## config.mk

```make
export PLATFORM = sky130hd
export DESIGN_NAME = mux16
export DESIGN_NICKNAME = d
export VERILOG_FILES = /design/src/rtl/mux16_pkg.sv /design/src/rtl/mux16_dec4to16.sv /design/src/rtl/mux16.sv
export SDC_FILE = /design/constraint.sdc
export NUM_CORES = 1
export LEC_CHECK = 0
export ABC_AREA = 0
export BUFFER_PORTS_ARGS = -buffer_cell sky130_fd_sc_hd__buf_4
export CORE_AREA = 2 2 39 41
export CTS_BUF_LIST = sky130_fd_sc_hd__clkbuf_8
export DETAILED_ROUTE_END_ITERATION = 7
export DIE_AREA = 0 0 41 43
export GPL_TIMING_DRIVEN = 0
export PLACE_DENSITY = 0.73
export SETUP_SLACK_MARGIN = 0.1
export SYNTH_ARGS = -nofsm -noshare
export SYNTH_HDL_FRONTEND = slang
export SYNTH_SLANG_ARGS = --single-unit
```

## constraint.sdc

```tcl
create_clock -name clk -period 0.8 [get_ports clk]
set_clock_uncertainty 0.2 [all_clocks]
set_input_delay 0.16 -clock clk [delete_from_list [all_inputs] [get_ports clk]]
set_output_delay 0.16 -clock clk [all_outputs]
set_load 0.02 [all_outputs]
```

## src/rtl/mux16_pkg.sv

```systemverilog
// ============================================================================
// Module      : mux16_pkg
// Description : Shared constants and the select-code type for the mux16 demux.
// Revision    : 1.0 - initial release
// ============================================================================
`default_nettype none

package mux16_pkg;

    localparam int NUM_OUT = 16;
    localparam int SEL_W   = 4;

    typedef logic [SEL_W-1:0] sel_t;

endpackage

`default_nettype wire

```

## src/rtl/mux16_dec4to16.sv

```systemverilog
// ============================================================================
// Module      : dec4to16
// Description : Plain 4-to-16 one-hot decoder; every select code is legal.
// Revision    : 1.0 - initial release
// ============================================================================
`default_nettype none

module dec4to16
    import mux16_pkg::*;
(
    input  sel_t               i_sel,
    output logic [NUM_OUT-1:0] o_onehot
);

    for (genvar k = 0; k < NUM_OUT; k++) begin : g_dec
        assign o_onehot[k] = (i_sel == sel_t'(k));
    end

endmodule

`default_nettype wire

```

## src/rtl/mux16.sv

```systemverilog
// ============================================================================
// Module      : mux16
// Description : 1-to-16 demultiplexer routing ip to s[{a3,a2,a1,a0}], with
//               unselected outputs at IDLE_VAL. Outputs are registered unless
//               MUX16_BYPASS_EN is defined, which makes them combinational.
// Revision    : 1.0 - initial release
// ============================================================================
`default_nettype none

module mux16
    import mux16_pkg::*;
#(
    parameter logic IDLE_VAL = 1'b0
) (
    input  logic clk,
    input  logic rst_n,
    input  logic ip,
    input  logic a3,
    input  logic a2,
    input  logic a1,
    input  logic a0,
    output logic s0,
    output logic s1,
    output logic s2,
    output logic s3,
    output logic s4,
    output logic s5,
    output logic s6,
    output logic s7,
    output logic s8,
    output logic s9,
    output logic s10,
    output logic s11,
    output logic s12,
    output logic s13,
    output logic s14,
    output logic s15
);

    sel_t               w_sel;
    logic [NUM_OUT-1:0] w_onehot;
    logic [NUM_OUT-1:0] w_next;
    logic [NUM_OUT-1:0] w_out;

    assign w_sel = {a3, a2, a1, a0};

    dec4to16 u_dec (
        .i_sel    (w_sel),
        .o_onehot (w_onehot)
    );

    for (genvar k = 0; k < NUM_OUT; k++) begin : g_gate
        assign w_next[k] = w_onehot[k] ? ip : IDLE_VAL;
    end

`ifdef MUX16_BYPASS_EN
    assign w_out = w_next;
`else
    logic [NUM_OUT-1:0] r_out;

    always_ff @(posedge clk or negedge rst_n) begin
        if (!rst_n) begin
            r_out <= {NUM_OUT{IDLE_VAL}};
        end else begin
            r_out <= w_next;
        end
    end

    assign w_out = r_out;
`endif

    assign s0  = w_out[0];
    assign s1  = w_out[1];
    assign s2  = w_out[2];
    assign s3  = w_out[3];
    assign s4  = w_out[4];
    assign s5  = w_out[5];
    assign s6  = w_out[6];
    assign s7  = w_out[7];
    assign s8  = w_out[8];
    assign s9  = w_out[9];
    assign s10 = w_out[10];
    assign s11 = w_out[11];
    assign s12 = w_out[12];
    assign s13 = w_out[13];
    assign s14 = w_out[14];
    assign s15 = w_out[15];

`ifndef SYNTHESIS
    // An unknown select would silently pick an arbitrary output downstream.
    a_sel_known: assert property (@(posedge clk) disable iff (!rst_n) !$isunknown(w_sel))
        else $error("mux16: select bits are X/Z");
`endif

endmodule

`default_nettype wire

```

==> metrics.txt <==
outcome=complete, but fails checks; violated checks=negative hold slack, negative setup slack; required time of the critical path=0.44 ns; count of different cell masters after synthesis=11; count of antenna diodes in the layout=0; portion of total power attributed to the clock network=0.395; worst IR drop on VDD=0.0009883 V; post-synthesis net count=50; worst hold-check slack=-0.09968 ns; Synth-to-Final Area Change=68.17%; Vert. Die Dim=43 um; worst setup path start=r_out[10]$_DFF_PN0_; antenna violation net count after detailed routing=0; number of stages on the worst setup path=1; number of antenna violations at the first check in global routing=0; top achievable clock speed=0.8832 GHz; most common library cell in the layout ignoring fill and taps=buf_6; Iter 0 DRT Violations=18; worst slew margin relative to its limit=0.8305; netlist area before placement=609.3 um^2; cell chain of the critical path=buf_6; effective utilization at floorplan=0.4403; slowest stage cell, crit path=dfrtp_1; global-route wire length before repair=2.028 mm; H-Tree Depth=1; most frequent cells in the layout=18 x buf_6, 16 x dfrtp_1, 7 x nor3_2; ratio of routed vias to standard cells=5.058; total negative slack=-4.973 ns; cell type group with the largest total delay on the critical path=flip-flops; ratio of final minimum period to clock period=1.415; number of remaining DRC errors=0; quantity of I/O buffers inserted on ports=21; number of setup buffers added after CTS=0; TritonCTS clock tree=yes; actual slew at the worst max-slew pin=0.2523 ns; endpoint of the worst setup timing path=s10; sequential fraction of design power=0.466; routed vias=435; Pre-Repair DR Iteration Count=4; CTS Root Buffer Type=clkbuf_8; number of instances in the placed design=80; maximum number of buffers from clock root to sink=2; width of the die=41 um; max-cap violations=0; pwr/cell area=1734 nW/um^2; WP data arrival=0.77 ns; register bank with the most flops=r_out; sw frac=0.2276; crit path kind=register to primary output; clock buffers created by TritonCTS=3; register clock-pin slew on the reported worst setup and hold paths=0.06 ns; maximum fanout along the worst path=1; total core area=1384 um^2; fraction of the core area covered by cells at the end of the flow=0.7405; maximum number of pins on one net before global-route repair=17; via count of the first global-routing pass=418; net count reported at finish=78; final weighted congestion of routability-driven global placement=0.7447; registers with the most flip-flops=r_out: 16 flops; FF+latch area=400.4 um^2; number of sinks driven by the clock tree=16; Avg Inst Size Synth=14.17 um^2; Final Instance Count excl. Fillers=86; number of register bits inferred by synthesis=16; layout filler cell count=84; final global-route overflow total=0; Leakage Power=0.4761 nW; kind of path behind the tightest hold check=primary input to register; type of element capturing the critical path=primary output; Synth Instances=43; Worst Setup Slack, final=-0.3322 ns; flip-flop count of the largest register, all copies and words added=16; RSZ-0062 raised after global routing=yes; number of warnings reported in the yosys synthesis log=0; maximum single-stage delay on the critical path=0.39 ns; Finish-stage setup viols=16; proportion of synthesized chip area in sequential cells=0.6571; detailed placer's ending HPWL=820.5 um; Detailed Route WL=1.425 mm; Internal Dissipation=0.001373 W; ports placed on the boundary=23; logic gate share of total power=0.139; switching component of the power=0.0004045 W; hold-fix buffer count after cts=1; WL per Instance=16.57 um; buffers plus inverters on the worst setup path=1; total routing resource utilization after global routing=0.1811; fraction of layout instances using a drive strength above 1=0.6286; kind of start point of the critical path=register; endpoints failing hold=8; Total Die Area=1763 um^2; Core Rows=14; area occupied by multi-input gates=239.0 um^2; max-slew violation total from the final report=0; clock period minus worst slack=1.132 ns
==> synthesized netlist by cell type <==
| cell type | instances | area share |
|---|---|---|
| dfrtp_1 | 16 | 0.66 |
| nor4_2 | 2 | 0.041 |
| nand3_1 | 2 | 0.016 |
| nand2_2 | 2 | 0.021 |
| nand2b_2 | 2 | 0.029 |
| nor2_1 | 6 | 0.037 |
| buf_6 | 2 | 0.037 |
| nand3b_1 | 2 | 0.025 |
| nor3_2 | 6 | 0.099 |
| nand2b_4 | 1 | 0.023 |
| nor3_1 | 2 | 0.016 |
==> power groups by stage <==
stage,Sequential [W],Combinational [W],Clock [W]
after floorplan,0.000858,0.0000829,0
after global placement,0.000840,0.000182,0
after detailed placement,0.000841,0.000185,0
after CTS,0.000828,0.000228,0.000713
after global routing,0.000829,0.000259,0.000753
final,0.000828,0.000247,0.000702
==> cell type report <==
| class | count | share of cell area |
|---|---|---|
| Multi-Input combinational cell | 25 | 0.2332 |
| Buffer | 2 | 0.03907 |
| Clock buffer | 4 | 0.05372 |
| Timing Repair Buffer | 23 | 0.2637 |
| Tap cell | 16 | 0.01954 |
| Sequential cell | 16 | 0.3907 |
==> layer usage <==
| metal | share of wire | GRT usage | wire length, um |
|---|---|---|---|
| met1 | 0.41 | 0.2334 | 589 |
| met2 | 0.55 | 0.2563 | 782 |
| met3 | 0.037 | 0.04712 | 53 |
| met4 | 0 | 0.1200 | 0 |
| met5 | 0 | 0 | 0 |
==> how the worst min path moves through the flow <==
stage / startpoint / end / slack [ns] / cells after the start
finish: a3 / r_out[6]$_DFF_PN0_ / -0.1 / 2
global route: a3 / r_out[2]$_DFF_PN0_ / -0.11 / 2
CTS: a3 / r_out[6]$_DFF_PN0_ / -0.11 / 2
detailed placement: rst_n / r_out[14]$_DFF_PN0_ / -0.17 / 1
global placement: rst_n / r_out[14]$_DFF_PN0_ / -0.18 / 1
floorplan: rst_n / r_out[0]$_DFF_PN0_ / -0.34 / 0
==> per-stage QoR <==
stage               area, um^2  hold WS, ns  setup WS (ns)  total power (W)
floorplan                641.9      -0.3356        0.01466        0.0009404
global placement         819.5      -0.1807        -0.1609         0.001022
detailed placement       819.5      -0.1735        -0.1691         0.001026
CTS                      999.7      -0.1097        -0.3273         0.001770
global route              1025      -0.1055        -0.3546         0.001841
finish                    1025     -0.09968        -0.3322         0.001777
==> kinds of logic after synthesis <==
family / after synthesis / share of synthesized area
DFF: 16 / 0.6571
and+or+nand+nor: 25 / 0.3059
buffers and inverters: 2 / 0.03696
==> what timing repair did <==
action,in CTS,in global routing
pin swaps,4,2
gates cloned,1,0
gates resized for setup,20,7
hold endpoints to repair,29,10
endpoints found under the setup margin,17,36
Note: power is estimated with default switching activity, not from simulation.
